$ cat config.mk
export PLATFORM = sky130hd
export DESIGN_NAME = mod_mult_seq_flat
export DESIGN_NICKNAME = d
export VERILOG_FILES = /design/src/rtl/mod_mult_seq_if.sv /design/src/rtl/mod_mult_seq.sv /design/src/flat_wrapper.sv
export SDC_FILE = /design/constraint.sdc
export NUM_CORES = 1
export LEC_CHECK = 0
export BUFFER_PORTS_ARGS = -buffer_cell sky130_fd_sc_hd__buf_2
export CORE_ASPECT_RATIO = 1.4
export CORE_UTILIZATION = 24
export DETAILED_ROUTE_END_ITERATION = 16
export HOLD_SLACK_MARGIN = 0.03
export SLEW_MARGIN = 25
export SYNTH_ARGS = -nofsm -noshare
export SYNTH_HDL_FRONTEND = slang
export SYNTH_SLANG_ARGS = --single-unit
$ cat constraint.sdc
create_clock -name clk -period 8.2 [get_ports clk]
set_clock_uncertainty 0.15 [all_clocks]
set_input_delay 0.41 -clock clk [delete_from_list [all_inputs] [get_ports clk]]
set_output_delay 0.41 -clock clk [all_outputs]
set_load 0.02 [all_outputs]
$ cat src/rtl/mod_mult_seq_if.sv
// Operand/result bundle for mod_mult_seq: start request with operands in,
// busy/done/result/err back.
interface mod_mult_seq_if #(
    parameter int N = 6
);
    logic         start;
    logic [N-1:0] a;
    logic [N-1:0] b;
    logic [N-1:0] m;
    logic         busy;
    logic         done;
    logic [N-1:0] result;
    logic         err;

    modport master (
        output start, a, b, m,
        input  busy, done, result, err
    );

    modport slave (
        input  start, a, b, m,
        output busy, done, result, err
    );
endinterface

$ cat src/rtl/mod_mult_seq.sv
// Sequential (a*b) mod m, MSB-first interleaved shift-add-reduce, one multiplier bit per clock.
// Optional operand range check (err/early done) enabled by defining MOD_MULT_RANGE_CHECK_EN.
module mod_mult_seq #(
    parameter int N = 6
) (
    input  logic          clk,
    input  logic          reset_n,
    mod_mult_seq_if.slave bus
);

    localparam int IW = (N > 1) ? $clog2(N) : 1;
    localparam int PW = N + 2;

    typedef enum logic [1:0] {
        S_IDLE,
        S_RUN,
        S_DONE
    } state_t;

    state_t         state_q, state_d;
    logic [N-1:0]   a_q, a_d;
    logic [N-1:0]   b_q, b_d;
    logic [N-1:0]   m_q, m_d;
    logic [PW-1:0]  p_q, p_d;
    logic [IW-1:0]  i_q, i_d;
    logic [N-1:0]   result_q, result_d;
    logic           err_q, err_d;
    logic           run_abort;

`ifdef MOD_MULT_RANGE_CHECK_EN
    logic           rerr_q, rerr_d;
    logic           range_bad;

    assign range_bad = (bus.a >= bus.m) || (bus.b >= bus.m) || (bus.m == '0);
    assign run_abort = rerr_q;
`else
    assign run_abort = 1'b0;
`endif

    // One RUN step: double-and-reduce, then conditional add-and-reduce.
    // The multiplier is shifted left each step so its MSB is always b[i].
    logic [PW-1:0] a_ext, m_ext, p_dbl, p_red1, p_add, p_red2;

    assign a_ext  = PW'(a_q);
    assign m_ext  = PW'(m_q);
    assign p_dbl  = {p_q[PW-2:0], 1'b0};
    assign p_red1 = (p_dbl >= m_ext) ? (p_dbl - m_ext) : p_dbl;
    assign p_add  = b_q[N-1] ? (p_red1 + a_ext) : p_red1;
    assign p_red2 = (p_add >= m_ext) ? (p_add - m_ext) : p_add;

    // NOTE: combinational blocks use blocking '=' and every target gets a
    // default first, so no path leaves a variable unassigned (no latches).
    always_comb begin
        state_d  = state_q;
        a_d      = a_q;
        b_d      = b_q;
        m_d      = m_q;
        p_d      = p_q;
        i_d      = i_q;
        result_d = result_q;
        err_d    = err_q;
`ifdef MOD_MULT_RANGE_CHECK_EN
        rerr_d   = rerr_q;
`endif

        case (state_q)
            S_IDLE, S_DONE: begin
                if (bus.start) begin
                    a_d     = bus.a;
                    b_d     = bus.b;
                    m_d     = bus.m;
                    p_d     = '0;
                    i_d     = IW'(N - 1);
                    state_d = S_RUN;
`ifdef MOD_MULT_RANGE_CHECK_EN
                    rerr_d  = range_bad;
`endif
                end else if (state_q == S_DONE) begin
                    state_d = S_IDLE;
                end
            end

            S_RUN: begin
                if (run_abort) begin
                    result_d = '0;
                    err_d    = 1'b1;
                    state_d  = S_DONE;
                end else begin
                    p_d = p_red2;
                    b_d = b_q << 1;
                    if (i_q == '0) begin
                        result_d = p_red2[N-1:0];
                        err_d    = 1'b0;
                        state_d  = S_DONE;
                    end else begin
                        i_d = i_q - IW'(1);
                    end
                end
            end

            default: state_d = S_IDLE;
        endcase
    end

    // NOTE: sequential state uses non-blocking '<=' only; the operand
    // registers are reset as well so the block comes up fully defined.
    always_ff @(posedge clk or negedge reset_n) begin
        if (!reset_n) begin
            state_q  <= S_IDLE;
            a_q      <= '0;
            b_q      <= '0;
            m_q      <= '0;
            p_q      <= '0;
            i_q      <= '0;
            result_q <= '0;
            err_q    <= 1'b0;
`ifdef MOD_MULT_RANGE_CHECK_EN
            rerr_q   <= 1'b0;
`endif
        end else begin
            state_q  <= state_d;
            a_q      <= a_d;
            b_q      <= b_d;
            m_q      <= m_d;
            p_q      <= p_d;
            i_q      <= i_d;
            result_q <= result_d;
            err_q    <= err_d;
`ifdef MOD_MULT_RANGE_CHECK_EN
            rerr_q   <= rerr_d;
`endif
        end
    end

    assign bus.busy   = (state_q == S_RUN);
    assign bus.done   = (state_q == S_DONE);
    assign bus.result = result_q;
    assign bus.err    = err_q;

endmodule

$ cat src/flat_wrapper.sv
// flat-port wrapper written by rule: the top's interface ports become plain ports
module mod_mult_seq_flat 
#(
    parameter int N = 6
)
  (clk, reset_n, bus_start, bus_a, bus_b, bus_m, bus_busy, bus_done, bus_result, bus_err);
  mod_mult_seq_if #(.N(N)) bus_i ();
  input  logic clk;
  input  logic reset_n;
  input wire logic [$bits(bus_i.start)-1:0] bus_start;
  input wire logic [$bits(bus_i.a)-1:0] bus_a;
  input wire logic [$bits(bus_i.b)-1:0] bus_b;
  input wire logic [$bits(bus_i.m)-1:0] bus_m;
  output wire logic [$bits(bus_i.busy)-1:0] bus_busy;
  output wire logic [$bits(bus_i.done)-1:0] bus_done;
  output wire logic [$bits(bus_i.result)-1:0] bus_result;
  output wire logic [$bits(bus_i.err)-1:0] bus_err;
  assign bus_i.start = bus_start;
  assign bus_i.a = bus_a;
  assign bus_i.b = bus_b;
  assign bus_i.m = bus_m;
  assign bus_busy = bus_i.busy;
  assign bus_done = bus_i.done;
  assign bus_result = bus_i.result;
  assign bus_err = bus_i.err;
  mod_mult_seq #(.N(N)) u_core (.clk(clk), .reset_n(reset_n), .bus(bus_i));
endmodule
; After elaboration in Yosys (flattened, before gate mapping)
; Index checks and enable logic that the tools add are counted.
[word_totals]
out_inout_bits = 9
regBits = 36
inputBits = 21
wordCells = 42
[classes]
n_reduce_logical = 9
n_lt_le_gt_ge = 2
n_mux = 14
addsub = 4
n_eq_ne = 6
[op_table]
columns = op, count
row1 = 8-bit by 6-bit greater-or-equal comparator with 1-bit output, 2
row2 = 8-bit 2-to-1 mux, 2
row3 = 7-bit 2-to-1 mux, 2
row4 = 7-bit case mux with 2 select lines, 1
row5 = 6-bit case mux with 2 select lines, 1
row6 = 8-bit by 6-bit adder with 8-bit output, 1
row7 = 2-bit AND reduction, 4
row8 = 8-bit by 6-bit subtractor with 8-bit output, 1
row9 = 7-bit by 6-bit subtractor with 7-bit output, 1
row10 = 2-bit 2-to-1 mux, 3
row11 = 3-bit 2-to-1 mux, 2
row12 = 6-bit 2-to-1 mux, 1
row13 = 3-bit case mux with 2 select lines, 1
row14 = 2-bit inequality test (second input constant), 2
row15 = 2-bit case mux with 2 select lines, 1
row16 = 3-bit zero test, 1
row17 = 3-bit inequality test (second input constant), 1
row18 = 3-bit AND reduction, 1
row19 = 3-bit by 1-bit subtractor with 3-bit output (second input constant), 1
row20 = 2-bit by 1-bit equality test with 1-bit output (second input constant), 1
row21 = 2-bit equality test (second input constant), 1
row22 = 2-bit zero test, 1
row23 = 2-bit by 1-bit inequality test with 1-bit output (second input constant), 1
row24 = 2-bit nonzero test, 1
row25 = 2-bit OR reduction, 1

; Longest topological paths before layout
[depth]
depth_word = 7
depth_mapped = 25

; Worst setup path after synthesis
; No wires, ideal clock.
[synth_path]
path_kind = reg-to-reg
start = register u_core.m_q[0]
end = register u_core.p_q[4]
required_time_ps = 7928
path_stages_with_launch = 22
path_buffers = 2
period_less_slack_ps = 5292
slack_ps = 2908
arrival_ps = 5021
path_cell_list = dfrtp_1 -> inv_1 -> fa_1 -> a211oi_2 -> o21ai_0 -> a21oi_1 -> buf_2 -> mux2i_1 -> inv_1 -> ha_1 -> a211oi_2 -> o21ai_1 -> xor2_1 -> a22o_1 -> or2_2 -> ha_1 -> a21oi_1 -> o21a_1 -> or3b_1 -> buf_6 -> a21o_1 -> a32o_1
[synth_via]
elab_chain_cells = 7
elab_cells_between_ends = 9
classes_between = 3 x add/sub / 2 x order compare / 4 x mux
[synth_rtl]
columns = element, line
row1 = from (decl), mod_mult_seq.sv:23  ; logic [N-1:0] m_q, m_d;
row2 = from (signal assigned), mod_mult_seq.sv:124  ; m_q <= m_d;
row3 = 8-bit by 6-bit subtractor with 8-bit output / 8-bit by 6-bit greater-or-equal comparator with 1-bit output (equally long branches), mod_mult_seq.sv:47  ; assign p_red1 = (p_dbl >= m_ext) ? (p_dbl - m_ext) : p_dbl;
row4 = 8-bit 2-to-1 mux, mod_mult_seq.sv:47
row5 = 8-bit by 6-bit adder with 8-bit output, mod_mult_seq.sv:48  ; assign p_add = b_q[N-1] ? (p_red1 + a_ext) : p_red1;
row6 = 8-bit 2-to-1 mux, mod_mult_seq.sv:48
row7 = 7-bit by 6-bit subtractor with 7-bit output / 8-bit by 6-bit greater-or-equal comparator with 1-bit output (equally long branches), mod_mult_seq.sv:49  ; assign p_red2 = (p_add >= m_ext) ? (p_add - m_ext) : p_add;
row8 = 7-bit 2-to-1 mux *, mod_mult_seq.sv:49
row9 = 7-bit case mux with 2 select lines *, mod_mult_seq.sv:66  ; case (state_q)
row10 = to (signal assigned), mod_mult_seq.sv:125  ; p_q <= p_d;
row11 = to (decl), mod_mult_seq.sv:24  ; logic [PW-1:0] p_q, p_d;
; Mark *: on every way between the ends. The rest lies on a longest branch, timed or not.
; A chain may end at the register's enable or synchronous reset.

; Worst setup path in the final report
[layout_path]
start = register u_core.m_q[0]
end = register u_core.p_q[0]
; Same word-level chain as after synthesis.

==> results.tsv <==
metric	value	unit
Post-synth top cells	49 x nand2_1, 36 x dfrtp_1, 21 x ha_1, 21 x o21ai_0, 17 x inv_1	
Clock Latency Late Sink	280	ps
Die Wd	93.64	um
Die H	130.3	um
kind of critical path	reg2reg	
RR Startpoint	u_core.m_q[0]	
Slew headroom	37.97	%
Initial Util	24.76	%
WL met1	2.907	mm
grt ovf	0	
CP Max Fanout	12	
dpl ws	1958	ps
first-pass GRT wire length	11.85	mm
Vias per Instance	5.002	
pin count of the biggest net entering global routing	37	
Area Overhead vs Synth	13.92	%
CP Launch Type	flip-flop	
area of the core	11400	um2
synth top area cells	dfrtp_1 32%, ha_1 9.3%, nand2_1 6.5%, o21ai_0 3.7%, inv_1 2.3%	
Seq cells post-synth	36	
PostCTS Resize Cnt	0	
Synth top area share	31.93	%
clock-pin slew on the worst setup and hold paths	60	ps
slowest stage cell, crit path	a21oi_1	
# hold bufs at CTS	0	
Synth Net Count	362	
RSZ-0062 raised after global routing	no	
RR Endpoint	u_core.p_q[0]	
critical path, cell by cell	inv_1 -> fa_1 -> a211oi_2 -> o21ai_0 -> a21oi_1 -> mux2i_1 -> inv_1 -> ha_1 -> a211oi_2 -> o21ai_1 -> xor2_1 -> a22o_1 -> or2_2 -> ha_1 -> a21oi_1 -> o21a_1 -> nor3b_2 -> o21ai_0 -> a32o_1	
htree depth	2	
flop-to-flop setup slack	1880	ps
fin crit share	77.06	%
Post-synth EDFFs	0	
Max Cap Violations	0	
initial antenna violation count	0	
slowest stage delay, CP	720	ps
# DRC	0	
DR WL met2	3.925	mm
Top FF cell, synth	dfrtp_1	
Synth Instances	317	
Syn Area/Cell	8.900	um2
Yosys Warn Count	0	
Initial DRT Pass Iterations	4	
count leader, synth	nand2_1	
FF-to-FF path depth	19	
Die ar.	12200	um2
Num CTS Buffers	5	
gr usage total	12.71	%
post-layout util	28.21	%
post-CTS setup buffers	0	
CTS Sinks	36	
CTS tree	yes	
final hold vios	0	
Period minus WS final	6319	ps
max-slew violations	0	
Crit. End Element	flip-flop	
HPWL Detailed	5.584	mm
cell taking the most area after synthesis	dfrtp_1	
Critical Path Start	u_core.m_q[0]	
WHS	72.84	ps
crit path DAT	6340	ps
Site Rows	46	
Worst Path Required	8220	ps
outcome	finished, final reports clean	
n_diodes	0	
highest metal used	met4	
setup TNS	0	ps
CTS root buffer	clkbuf_16	
post-synth cell types	72	
number of global-route vias before repair	2397	
Clock Tree Buf Depth	2	
share of cells above drive strength 1	19.65	%
layout net count	385	
Seq/Total Area, Yosys	31.93	%
Routed WL	7.319	mm
post-synthesis cell area	2821	um2
Least-Margin Pin Slew	926.3	ps
RD Place Congestion	0.9460	
Port Buffers	28	
FILL cells	1243	
number of routed nets with antenna violations	0	
Via Count	2426	
worst hold path type	in2async	
Fmax	158.2	MHz
io pins	30	
DR iter-0 viols	161	
Final setup viols	0	
WL/cell	15.09	um
Post-synth ARST share	100.0	%
metal3 WL	228	um
final setup margin	1881	ps
[state kept, by name, indices dropped and copies added, names as in the netlist]
signal	cells
u_core.a_q	6
u_core.b_q	6
u_core.bus.result	6
u_core.i_q	3
u_core.m_q	6
u_core.p_q	7
u_core.state_q	2
[stage by stage]
stage	area [um2]	cells
2_1_floorplan	2821	317
3_3_place_gp	3064	477
3_5_place_dp	3064	477
4_1_cts	3214	485
5_1_grt	3214	485
6_report	3214	485
[layout make-up]
type                            instances  area (um2)  area share (%)
Clock buffer                            7       142.6           4.438
Tap cell                              144       180.2           5.605
Inverter                               20       75.07           2.336
Clock inverter                          1       7.507          0.2336
Timing Repair Buffer                   28       140.1           4.360
Multi-Input combinational cell        249        1768           55.00
Sequential cell                        36       900.9           28.03
[worst max-delay path, delay by kind of cell (launching register included)]
| family | cells | cell delay [ps] |
|---|---|---|
| xor gates and xnor gates | 1 | 170 |
| muxes | 1 | 420 |
| adders and majority gates | 3 | 1150 |
| buffers and inverters | 2 | 190 |
| and+or+nand+nor | 2 | 860 |
| DFF | 1 | 370 |
| AOI/OAI and AO/OA | 10 | 2890 |
[routing by layer]
metal  global-route usage [%]  vias up
li1                         -     1197
met1                    13.89     1161
met2                    23.62       53
met3                    1.573       15
met4                    6.968        0
met5                        0        -
[worst max path at each step]
stage	endpoint	slack, ps	cells after the start
floorplan	u_core.p_q[4]	2910	21
global placement	u_core.p_q[3]	2120	20
detailed placement	u_core.p_q[2]	1960	19
CTS	u_core.p_q[2]	1920	19
global route	u_core.p_q[2]	1470	19
finish	u_core.p_q[0]	1880	19
[cells in the final DEF, fill, tap and decap left out, types with 2 or more instances in the layout]
| master | synthesis | layout |
|---|---|---|
| a32o_1 | 4 | 4 |
| nand2_1 | 49 | 49 |
| clkbuf_16 | 0 | 5 |
| xor2_1 | 4 | 4 |
| buf_2 | 1 | 28 |
| a31o_2 | 3 | 3 |
| o2111ai_2 | 2 | 2 |
| a211oi_1 | 3 | 3 |
| a221o_1 | 2 | 2 |
| xnor2_1 | 7 | 7 |
| nor2_2 | 2 | 2 |
| nor2b_1 | 9 | 8 |
| a22o_1 | 2 | 2 |
| a211oi_2 | 2 | 2 |
| ha_1 | 21 | 21 |
| o211ai_1 | 7 | 7 |
| dfrtp_1 | 36 | 36 |
| nand2b_1 | 3 | 3 |
| o21ai_1 | 2 | 2 |
| nor2_1 | 16 | 16 |
| and2_1 | 3 | 3 |
| inv_1 | 17 | 17 |
| a31oi_1 | 10 | 10 |
| nor3_1 | 2 | 2 |
| o21ai_0 | 21 | 21 |
| mux2i_1 | 4 | 4 |
| fa_1 | 3 | 3 |
| o21a_1 | 2 | 2 |
| mux2_2 | 2 | 2 |
| nand4_1 | 3 | 3 |
| or2_2 | 3 | 3 |
| a21oi_1 | 10 | 10 |
| or3b_1 | 2 | 2 |
| or4_1 | 2 | 2 |
| inv_2 | 2 | 2 |
| a21o_1 | 4 | 4 |
| nand3_1 | 9 | 9 |
[cell families (layout without fill, tap and decap cells)]
kind of cell,after synthesis,after routing,share of synthesized area [%]
AND/OR/NAND/NOR,116,116,20.80
AO/OA/AOI/OAI,91,91,24.57
flip-flops,36,36,31.93
buffers and inverters,32,56,5.499
adder cells (fa/ha/maj),24,24,11.44
XOR/XNOR,11,11,3.415
multiplexers,6,6,2.217
other,1,1,0.1329
Power is not shown: default switching activity piles up to over one toggle a cycle in this logic, so the estimate is an artifact.
